$ cat src/rtl/car_sense_cond_if.sv
// ============================================================================
// Module      : car_sense_cond_if
// Description : Sensor-to-controller bundle for car_sense_cond: raw switches,
//               service pulses, conditioned requests and arrival counts.
// Revision    : 1.0 - initial release
// ============================================================================
`default_nettype none

interface car_sense_cond_if #(
    parameter int CW = 4
);
    logic [1:0]    SW_RAW;
    logic [1:0]    SERVED;
    logic [1:0]    REQ;
    logic [1:0]    ARRIVE;
    logic [CW-1:0] CNT_N;
    logic [CW-1:0] CNT_E;

    modport master (
        output SW_RAW, SERVED,
        input  REQ, ARRIVE, CNT_N, CNT_E
    );

    modport slave (
        input  SW_RAW, SERVED,
        output REQ, ARRIVE, CNT_N, CNT_E
    );
endinterface

`default_nettype wire

$ cat src/rtl/car_sense_cond.sv
// ============================================================================
// Module      : car_sense_cond
// Description : Two-channel car-sensor synchronizer/debouncer with request
//               latching (CAR_REQ_LATCH_EN) and saturating arrival counters.
// Revision    : 1.0 - initial release
// ============================================================================
`default_nettype none

module car_sense_cond #(
    parameter int DEB_CNT = 50000,
    parameter int CW      = 4
) (
    input  wire               CLOCK_50,
    input  wire               RESET,
    car_sense_cond_if.slave   bus
);
    localparam int              c_DW       = $clog2(DEB_CNT + 1);
    localparam logic [c_DW-1:0] c_DEB_LAST = c_DW'(DEB_CNT - 1);
    localparam logic [CW-1:0]   c_CNT_MAX  = {CW{1'b1}};

    logic [1:0]    w_req;
    logic [1:0]    w_arrive;
    logic [CW-1:0] w_cnt [2];

    for (genvar i = 0; i < 2; i++) begin : g_chan
        logic            r_s1;
        logic            r_s2;
        logic            r_deb;
        logic            r_deb_d;
        logic [c_DW-1:0] r_dcnt;
        logic            r_req;
        logic            r_arrive;
        logic [CW-1:0]   r_cnt;
        logic            w_rise;

        // Debounced level rose on the previous edge
        assign w_rise = r_deb & ~r_deb_d;

        always_ff @(posedge CLOCK_50) begin
            if (RESET) begin
                r_s1     <= 1'b0;
                r_s2     <= 1'b0;
                r_deb    <= 1'b0;
                r_deb_d  <= 1'b0;
                r_dcnt   <= '0;
                r_req    <= 1'b0;
                r_arrive <= 1'b0;
                r_cnt    <= '0;
            end else begin
                r_s1 <= bus.SW_RAW[i];
                r_s2 <= r_s1;

                if (r_s2 == r_deb) begin
                    r_dcnt <= '0;
                end else if (r_dcnt == c_DEB_LAST) begin
                    r_deb  <= r_s2;
                    r_dcnt <= '0;
                end else begin
                    r_dcnt <= r_dcnt + c_DW'(1);
                end

                r_deb_d  <= r_deb;
                r_arrive <= w_rise;

`ifdef CAR_REQ_LATCH_EN
                r_req <= r_deb | (r_req & ~bus.SERVED[i]);
`else
                r_req <= r_deb;
`endif

                // Service wins over counting, but a coincident arrival still counts once
                if (bus.SERVED[i]) begin
                    r_cnt <= CW'(w_rise);
                end else if (w_rise && (r_cnt != c_CNT_MAX)) begin
                    r_cnt <= r_cnt + CW'(1);
                end
            end
        end

        assign w_req[i]    = r_req;
        assign w_arrive[i] = r_arrive;
        assign w_cnt[i]    = r_cnt;
    end

    assign bus.REQ    = w_req;
    assign bus.ARRIVE = w_arrive;
    assign bus.CNT_N  = w_cnt[0];
    assign bus.CNT_E  = w_cnt[1];

endmodule

`default_nettype wire

$ cat src/flat_wrapper.sv
// flat-port wrapper written by rule: the top's interface ports become plain ports
module car_sense_cond_flat 
#(
    parameter int DEB_CNT = 50000,
    parameter int CW      = 4
)
  (CLOCK_50, RESET, bus_SW_RAW, bus_SERVED, bus_REQ, bus_ARRIVE, bus_CNT_N, bus_CNT_E);
  car_sense_cond_if #(.CW(CW)) bus_i ();
  input  wire CLOCK_50;
  input  wire RESET;
  input wire logic [$bits(bus_i.SW_RAW)-1:0] bus_SW_RAW;
  input wire logic [$bits(bus_i.SERVED)-1:0] bus_SERVED;
  output wire logic [$bits(bus_i.REQ)-1:0] bus_REQ;
  output wire logic [$bits(bus_i.ARRIVE)-1:0] bus_ARRIVE;
  output wire logic [$bits(bus_i.CNT_N)-1:0] bus_CNT_N;
  output wire logic [$bits(bus_i.CNT_E)-1:0] bus_CNT_E;
  assign bus_i.SW_RAW = bus_SW_RAW;
  assign bus_i.SERVED = bus_SERVED;
  assign bus_REQ = bus_i.REQ;
  assign bus_ARRIVE = bus_i.ARRIVE;
  assign bus_CNT_N = bus_i.CNT_N;
  assign bus_CNT_E = bus_i.CNT_E;
  car_sense_cond #(.DEB_CNT(DEB_CNT), .CW(CW)) u_core (.CLOCK_50(CLOCK_50), .RESET(RESET), .bus(bus_i));
endmodule
$ cat config.mk
export PLATFORM = sky130hd
export DESIGN_NAME = car_sense_cond_flat
export DESIGN_NICKNAME = d
export VERILOG_FILES = /design/src/rtl/car_sense_cond_if.sv /design/src/rtl/car_sense_cond.sv /design/src/flat_wrapper.sv
export SDC_FILE = /design/constraint.sdc
export NUM_CORES = 1
export LEC_CHECK = 0
export ABC_AREA = 1
export CAP_MARGIN = 20
export CORE_MARGIN = 2
export CORE_UTILIZATION = 58
export DETAILED_ROUTE_END_ITERATION = 10
export PLACE_DENSITY = 0.75
export SYNTH_ARGS = -nofsm -noshare
export SYNTH_HDL_FRONTEND = slang
export SYNTH_SLANG_ARGS = --single-unit
$ cat constraint.sdc
create_clock -name CLOCK_50 -period 1.8 [get_ports CLOCK_50]
set_clock_uncertainty 0.05 [all_clocks]
set_input_delay 0.45 -clock CLOCK_50 [delete_from_list [all_inputs] [get_ports CLOCK_50]]
set_output_delay 0.45 -clock CLOCK_50 [all_outputs]
set_load 0.05 [all_outputs]
[After elaboration in Yosys (flattened, before gate mapping)]
Index checks and enable logic that the tools add are counted.
Storage, ports and cells
  flip-flop bits (word level): 50
  latch bits: 0
  RAM bits: 0
  ROM bits: 0
  output and inout port bits: 12
  word-level logic and storage cells: 46
  memories: 0
Operators by class
  add/sub/neg operators: 4
  multiply operators: 0
  div/mod/pow operators: 0
  $lt $le $gt $ge: 0
  equal/unequal tests: 6
  shifts and indexed selects: 0
  multiplexer cells: 4
  bitwise gates (word level): 6
  reductions and logical operators: 10
Operators by type and width (number)
  adder 16 x 1 -> 16 bit, second input constant: 2
  == test 16 bit, second input constant: 2
  adder 4 x 1 -> 4 bit, second input constant: 2
  != test 4 bit, second input constant: 2
  OR reduction 3 bit: 2
  2-to-1 mux 1 bit: 4
  inverter 1 bit: 4
  AND reduction 2 bit: 2
  nonzero test 2 bit: 2
  OR reduction 2 bit: 2
  bitwise AND 1 bit: 2
  == test 1 bit: 2
  logical AND 1 bit: 2

[Logic depth before layout (Yosys ltp)]
  word-level depth: 5
  gate-level depth with buffers: 9
  gate-level depth less buffers: 8

[Least setup slack after synthesis]
No wires, ideal clock.
  path kind: register to register
  from: register u_core.g_chan[1].r_cnt[0] (netlist: u_core.bus.CNT_E[0])
  to: register u_core.g_chan[1].r_cnt[3] (netlist: u_core.bus.CNT_E[3])
  library setup time: 0.145 ns
  data arrival time: 1.407 ns
  path slack: 0.198 ns
  cell stages (with the launch flop): 7
  buffers on the path: 0
  cells stage by stage: dfxtp_1 -> ha_1 -> nand3_1 -> nand2_1 -> nor2_1 -> o21ai_0 -> a21oi_1
On the way
  longest elaborated chain between the ends: 2
  elaborated cells between the ends (all ways): 3
  those cells by class: 1 x add/sub; 1 x eq/ne; 1 x reduce/logical
RTL lines
  from (decl): line car_sense_cond.sv:33  | logic [CW-1:0] r_cnt;
  from (signal assigned): line car_sense_cond.sv:73  | r_cnt <= CW'(w_rise);
  from (signal assigned): line car_sense_cond.sv:75  | r_cnt <= r_cnt + CW'(1);
  parallel branches: the longest is 2 deep, another holds adder 4 x 1 -> 4 bit
Several ways; the timed one is not identified.
A chain may end at the register's enable or synchronous reset.

[Final worst setup path]
  from: register u_core.g_chan[1].r_dcnt[0]
  to: register u_core.g_chan[1].r_dcnt[7]
On the way
  longest elaborated chain between the ends: 2
  elaborated cells between the ends (all ways): 3
  those cells by class: 1 x add/sub; 1 x eq/ne; 1 x reduce/logical
RTL lines
  from (decl): line car_sense_cond.sv:30  | logic [c_DW-1:0] r_dcnt;
  from (signal assigned): line car_sense_cond.sv:59  | r_dcnt <= r_dcnt + c_DW'(1);
  parallel branches: the longest is 2 deep, another holds adder 16 x 1 -> 16 bit
Several ways; the timed one is not identified.

==> run metrics <==
PD cells=677 mW/mm2; startpoint types=flop; via count=1993; post-synthesis cell count=327; PortBufs=17; slew at the pin closest to its max-slew limit=400 ps; Placer Congestion=0.785; vias in the first global route=1728; critical path peak fanout=16; DRT Pass-1 Iters=4; clk slew on worst S/H paths=90 ps; # rows=23; Highest Signal Layer=met4; cts bufs inserted=5; Gates resized, CTS repair=0; number of distinct library cells after synthesis=29; DR iter-0 viols=76; max_slew headroom=73.2%; largest net degree at the start of global routing=17; ratio of cells with drive above 1 in the final layout=14.4%; Setup violations, final=0; cell taking the most area after synthesis=dfxtp_1; outcome=finished, final reports clean; final critical-path share of the clock period=85.9%; total power=1.84 mW; RSZ-0062 raised after global routing=false; syn_nets=337; Inserted Diodes=0; synth top area cells=dfxtp_1, nand2_1, nor2_1; CP max-delay cell=dfxtp_1; Metal-1 WL=2.05 mm; sequential area share after synthesis=41.6%; Final #Nets=356; drc violations=0; flop-to-flop setup slack=250 ps; slowest stage delay, CP=390 ps; area of the mapped netlist=0.00240 mm2; Clock H-tree levels=2; post-placement cell area=0.00262 mm2; Peak VDD IR=0.383 mV; Detailed Route WL=4.22 mm; fill count=353; gr ovfl total=0; Avg Cell Area, Syn=7.35 um2; initial antenna violation count=0; Root Driver=clkbuf_8; die area=0.00468 mm2; initial core utilization=60.1%; final worst path period need=1550 ps; CP Capture Type=flop; Die Y=68.4 um; CP bufs+invs=0; WL met2=2.01 mm; met3 WL=88 um; number of hold buffers added after cts=0; worst r2r dst=u_core.g_chan[1].r_dcnt[7]; post-route ant nets=0; Clock Sinks=50; Worst Reg2Reg Path Length in Cells=6; drt via density=5.02; Tot GR Track Use=20.8%; post-route cell area=0.00272 mm2; wire per inst=10.6 um; die width=68.4 um; LEAKAGE=0.932 nW; worst hold endpoint=u_core.g_chan[0].r_s2; area grow syn2layout=13.0%; critical path required time=1940 ps; worst-skew pair later-pin latency=300 ps; Final Hold Vio Count=0; Final Util=67.9%; crit path kind=reg -> reg; Final HPWL DP=3.11 mm; TritonCTS clock tree=yes; first-pass GRT wire length=7.35 mm; cells along the critical path=ha_1, nand3_2, nor2_2, nand3_1, nand2_2, nor2_1; worst hold stages=2; hold_sp=u_core.g_chan[0].r_s1; share of the synthesized area in the top cell type=41.6%; Core Area=0.00400 mm2; Synth Register Bits=50; CTS max path bufs=2; arrival time of the worst setup path=1690 ps; post-CTS setup buffers=0; Pins Over Slew Limit=0; Yosys warning total=0; Top delay family on crit path=simple AND/OR/NAND/NOR gates; Ports=18; Peak Freq=0.647 GHz; FF-to-FF Start=u_core.g_chan[1].r_dcnt[0]; Hold Crit Class=reg -> reg; Max Cap Viol=0
==> worst reg2reg max path, cell delays in order (launching register included) <==
cell	delay [ps]
dfxtp_1	390
ha_1	220
nand3_2	130
nor2_2	150
nand3_1	130
nand2_2	280
nor2_1	90
==> stage by stage <==
stage | TNS, ps | std cells | setup WS, ps | hold WS (ps)
after CTS | 0 | 397 | 254 | 357
final | 0 | 397 | 254 | 354
after global routing | 0 | 397 | 42.8 | 372
after global placement | 0 | 389 | 46.0 | 348
after detailed placement | -2.96 | 389 | -1.61 | 347
after floorplan | 0 | 327 | 198 | 338
==> per-layer routing <==
| layer | vias up | GRT usage, % |
|---|---|---|
| met5 | - | 0 |
| met3 | 5 | 5.43 |
| met4 | 0 | 7.50 |
| met2 | 13 | 34.6 |
| li1 | 1072 | - |
| met1 | 903 | 25.8 |
==> final cells by class <==
class                   count  area (um2)  area share, %
inverters                  39         151           5.58
flip-flops and latches     50        1000           36.9
clock buffers               6        82.6           3.04
clock inverters             2        12.5          0.461
well taps                  50        62.6           2.30
repair buffers             19         218           8.02
multi-input cells         231        1190           43.7
==> how the worst max path moves through the flow <==
stage / start / endpoint / slack [ps] / cells after the start
final: u_core.g_chan[1].r_dcnt[0] / u_core.g_chan[1].r_dcnt[7] / 250 / 6
after floorplan: u_core.bus.CNT_E[0] / u_core.bus.CNT_E[3] / 200 / 6
after CTS: u_core.g_chan[1].r_dcnt[0] / u_core.g_chan[1].r_dcnt[7] / 250 / 6
after global routing: u_core.g_chan[1].r_dcnt[0] / u_core.g_chan[1].r_dcnt[2] / 40 / 6
after detailed placement: RESET / u_core.g_chan[1].r_dcnt[11] / -2 / 6
after global placement: RESET / u_core.g_chan[1].r_dcnt[11] / 50 / 6
==> cell families after synthesis <==
logic type	after synthesis	share of synthesized area (%)
compound gates	30	7.03
xor+xnor	13	4.74
fa+ha+maj	4	2.08
buf+inv	46	8.95
flops	50	41.6
simple gates	184	35.6
==> Yosys cell counts <==
cell type / count
o21bai_1: 1
nand3_2: 1
buf_4: 4
or2_0: 3
nand4_1: 11
nand3_1: 25
a21oi_2: 4
o21ai_1: 1
nand2_1: 65
nand2_4: 1
nor3_1: 1
nor3b_2: 1
nor2_1: 54
xor2_1: 9
xnor2_1: 4
or2_2: 1
dfxtp_1: 50
buf_6: 3
a31oi_1: 1
inv_2: 1
ha_1: 4
o21ai_0: 5
a21oi_1: 18
nor2_2: 10
nor2_4: 3
inv_6: 1
nand3b_1: 3
inv_1: 37
nand2_2: 5
==> placed cells by master (no fill, tap or decap), types with 3 or more instances in the layout <==
cell / instances
o21ai_0: 5
or2_0: 3
nand3b_1: 3
a21oi_1: 18
a21oi_2: 4
nor2_4: 3
nor2_1: 54
inv_1: 37
nand4_1: 11
nand3_1: 25
buf_12: 5
dfxtp_1: 50
nand2_2: 5
nand2_1: 65
xor2_1: 9
xnor2_1: 4
buf_4: 9
clkdlybuf4s50_1: 5
clkbuf_8: 6
ha_1: 4
nor2_2: 10
==> sequential cells by signal, summed over array words and instances, names as in the netlist <==
signal / cells
u_core.g_chan.r_dcnt: 32
u_core.bus.CNT_E: 4
u_core.bus.CNT_N: 4
u_core.g_chan.r_arrive: 2
u_core.g_chan.r_deb: 2
u_core.g_chan.r_deb_d: 2
u_core.g_chan.r_s1: 2
u_core.g_chan.r_s2: 2
==> report_power, final <==
| part | switching [mW] | internal [mW] |
|---|---|---|
| combinational | 0.0231 | 0.0195 |
| sequential | 0.00326 | 1.11 |
| clock | 0.371 | 0.309 |
| total | 0.398 | 1.44 |
Power figures use the tool's default switching activity.
==> patch 1 (same flow settings) <==
Build with the macro `CAR_REQ_LATCH_EN` defined.
--- a/src/rtl/car_sense_cond.sv
+++ b/src/rtl/car_sense_cond.sv
@@ -7,2 +7,4 @@
 `default_nettype none
+
+`define CAR_REQ_LATCH_EN
 
Function: same outputs for any inputs over 10 cycles, from zero or initial values and one cycle with RESET high; that may be too few to reach the edited logic, so the function may still have changed.
==> patch 1 against the unedited design <==
- sequential cell count rose by 2
- combinational power is 48% higher
- maximum frequency increased by 1.3%
- total power rose by 12%
- area after synthesis rose by 2.0%
- wire length grew 0.78%
- sequential share of layout area increased by 0.39 points
- count of clock-buffer cells in the layout stayed put
- synthesized cell count up 1.2%
- die area up 1.9%
- worst setup slack gained 0.020 ns
- design area rose by 2.9%
==> patch 1: results (changes against the unedited design) <==
post-placement setup slack 0.0275 ns (+0.0291 ns); design area 0.00279 mm^2 (+2.9%); peak supply drop 601 uV (+57%); sequential cell area share 37.3% (+0.39 points); outcome complete, no violations; Most used DFF post-synth dfxtp_1; sequential share of the synthesized area 42.4% (+0.80 points); wire per inst 10.6 um (-0.22%); Non-clk invs 47 (+21%); grt met3 use 4.53% (-0.90 points); root buffer cell clkbuf_8; n_diodes 0 (unchanged); vias in the first global route 1823 (+5.5%); Global Route Usage Sum 19.3% (-1.5 points); count of multi-input gates 225 (-2.6%); Switching Fraction 20.5% (-1.1 points); hold path startpoint u_core.g_chan[1].r_s1$_SDFF_PP0_; Synth area leaders dfxtp_1, nand2_1, nor2_1; Tot Pwr 2.07 mW (+12%); fillers 341 (-3.4%); HPWL after DPL 3120 um (+0.43%); length of routed met3 wiring 157 um (+78%); leakage power 0.973 nW (+4.4%); Final GP Congestion 0.811 (+3.4%); post-CTS setup buffer count 0 (unchanged); first-pass GRT wire length 7670 um (+4.4%); Placed Instances 393 (+1.0%); logic gate share of total power 3.1% (+0.8 points); Max-slew headroom 77.6% (+4.3 points); Commonest cells post-synth nand2_1, nor2_1, dfxtp_1; Worst Hold Slack 0.361 ns (+0.00768 ns); met2 Usage GRT 31.9% (-2.6 points); sink of the worst hold path u_core.g_chan[1].r_s2$_SDFF_PP0_; met1 wire length 2150 um (+4.5%); Post-Place Cell Area 0.00267 mm^2 (+2.0%); Clock-cell share 4.34% (+0.84 points); I/O Buffers 17 (unchanged); Period Utilization, post-route 84.8% (-1.1 points); FF-to-FF setup slack 0.27 ns (+0.02 ns); met1 track demand over resource 25.0% (-0.73 points); Worst Setup EP u_core.g_chan[1].r_dcnt[10]$_SDFF_PP0_; Post-Route WL 4250 um (+0.78%); Non-clock buffering overhead 7.79% (-0.23 points); WHS Path Cells 2 (unchanged); share of cells above drive strength 1 13.7% (-0.73 points); DRT iter0 DRCs 105 (+38%); Mapped Nets 341 (+1.2%); fraction of area in multi-input gates 42.1% (-1.7 points); Yosys reg bits 52 (+4.0%); Clock Power Share 40.6% (+3.6 points); WL met2 1890 um (-6.0%); routed vias 2004 (+0.55%); synthesized area per cell 7.41 um^2 (+0.80%); nets 360 (+1.1%)
[patch 1: changes by cell type in the layout (fill, tap and decap cells not counted), sizes merged, moves of 2 or more]
cell / unedited run / this run
dfxtp: 50 / 52
inv: 39 / 47
a21boi: 0 / 2
nand4: 11 / 8
nand3: 26 / 18
or2: 4 / 1
nand3b: 3 / 1
o21ai: 6 / 10
xor2: 9 / 13
[patch 1: cells by family after synthesis]
kind of cell / after synthesis / share of synthesized area [%]
simple gates: 168 / 31.4
buf+inv: 54 / 9.64
flops: 52 / 42.4
compound gates: 36 / 8.37
xor+xnor: 17 / 6.07
fa+ha+maj: 4 / 2.04
[patch 1: critical path, stage by stage (launching register included)]
cell and delay, ns:
dfxtp_1 0.37, ha_1 0.21, nand3_2 0.17, nor2_4 0.15, nand3_2 0.10, nand2_2 0.29
nor2_1 0.09
==> patch 2 (config.mk and constraints unchanged) <==
Without the edit above. Put a register stage on the output `bus.CNT_N`, without a reset. The value now appears one clock later.
--- a/src/rtl/car_sense_cond.sv
+++ b/src/rtl/car_sense_cond.sv
@@ -86,3 +86,5 @@
     assign bus.ARRIVE = w_arrive;
-    assign bus.CNT_N  = w_cnt[0];
+    always_ff @(posedge CLOCK_50) begin
+        bus.CNT_N <= w_cnt[0];
+    end
     assign bus.CNT_E  = w_cnt[1];
Behaviour: same outputs for any inputs over 10 cycles, from zero or initial values and one cycle with RESET high; that may be too few to reach the edited logic, so the function may still have changed.
==> patch 2 against the unedited design <==
- area after synthesis grew 1.7%
- worst hold slack worse by 0.0095 ns
- critical path depth unchanged
- wire length is 1.4% lower
- sequential cell count rose by 4
- total power rose by 12%
- worst setup slack gained 0.032 ns
- design area increased by 1.1%
- sequential share of layout area rose by 2.5 points
- critical path type unchanged
- critical endpoint unchanged
==> patch 2: results (changes against the unedited design) <==
Worst-path clk slew 0.09 ns (about the same); DRT iter0 DRCs 105 (+38%); post-CTS resize count 0 (unchanged); routed vias 1982 (-0.55%); Final GP Congestion 0.827 (+5.4%); unique cell type count in the Yosys netlist 26 (-10%); Post-Route WL 4160 um (-1.4%); Mapped Cells 333 (+1.8%); first-pass GRT wire length 6880 um (-6.4%); logic gate share of total power 2.3% (about the same); HPWL after DPL 3030 um (-2.3%); I/O Buffers 17 (unchanged); Global Route Usage Sum 19.6% (-1.2 points); TritonCTS Buffers 5 (unchanged); crit path DAT 1.66 ns (-0.03 ns); Syn. warnings 0 (unchanged); Clock Power Share 38.9% (+1.9 points); Synth async-reset ratio 0% (unchanged); largest register by flop count u_core.g_chan.r_dcnt; max FFs per register 32 (unchanged); Slew @ Worst Pin 0.384 ns (-0.0158 ns); leakage power 0.972 nW (+4.3%); Tot Pwr 2.05 mW (+12%); share of cells above drive strength 1 9.66% (-4.8 points); largest net degree at the start of global routing 17 (unchanged); sequential share of the synthesized area 44.2% (+2.6 points); Mapped Nets 343 (+1.8%); Placed Instances 394 (+1.3%); crit-path max FO 16 (unchanged); vias in the first global route 1713 (-0.87%); post-CTS setup buffer count 0 (unchanged); DRT Pass-1 Iters 4 (unchanged); final std cells w/o fill 402 (+1.3%); Switching Fraction 20.1% (-1.6 points); nets 361 (+1.4%); Synth area leaders dfxtp_1, nand2_1, nor2_1; peak supply drop 370 uV (-3.5%); n_diodes 0 (unchanged); post-placement setup slack 0.0345 ns (+0.0361 ns); Post-Place Cell Area 0.00264 mm^2 (+0.57%); outcome complete, no violations; Commonest cells post-synth nand2_1, nor2_1, dfxtp_1; fillers 356 (+0.85%)
-- patch 2: layer usage --
metal,GRT usage (%),up-vias,wire length [um]
li1,-,1074,-
met2,33.2,19,1970
met5,0,-,0
met3,5.84,9,112
met4,8.09,0,75
met1,23.0,880,2000
-- patch 2: final cells by class --
class,instances,area [um^2],share of cell area (%)
multi-input combinational,229,1140,41.7
sequential,54,1080,39.4
timing repair buffer,18,185,6.75
inverter,43,161,5.88
clock buffer,6,72.6,2.64
tap,50,62.6,2.28
clock inverter,2,37.5,1.37
-- patch 2: cells by family (layout without fill, tap and decap cells) --
group	count (synthesis)	in the layout	share of synthesized area [%]
and+or+nand+nor	179	179	32.6
DFF	54	54	44.2
buffers and inverters	50	69	8.96
AOI/OAI and AO/OA	30	30	6.45
xor gates and xnor gates	16	16	5.73
adders and majority gates	4	4	2.05
-- patch 2: path summary, 6_finish.rpt --
kind	slack (ns)	depth (start not counted)	to	start
min	0.34	0	u_core.bus.CNT_N[3]$_DFF_P_	u_core.g_chan[0].r_cnt[3]$_SDFFE_PP0P_
max reg2reg	0.29	6	u_core.g_chan[1].r_dcnt[7]$_SDFF_PP0_	u_core.g_chan[1].r_dcnt[0]$_SDFF_PP0_
min reg2reg	0.34	0	u_core.bus.CNT_N[3]$_DFF_P_	u_core.g_chan[0].r_cnt[3]$_SDFFE_PP0P_
max	0.29	6	u_core.g_chan[1].r_dcnt[7]$_SDFF_PP0_	u_core.g_chan[1].r_dcnt[0]$_SDFF_PP0_
-- patch 2: worst max-delay path, stage by stage, from the launching register on --
cell and delay (ns):
dfxtp_1 0.37, ha_1 0.21, nand3_2 0.14, nor2_2 0.15, nand3_1 0.12, nand2_2 0.26
nor2_1 0.09
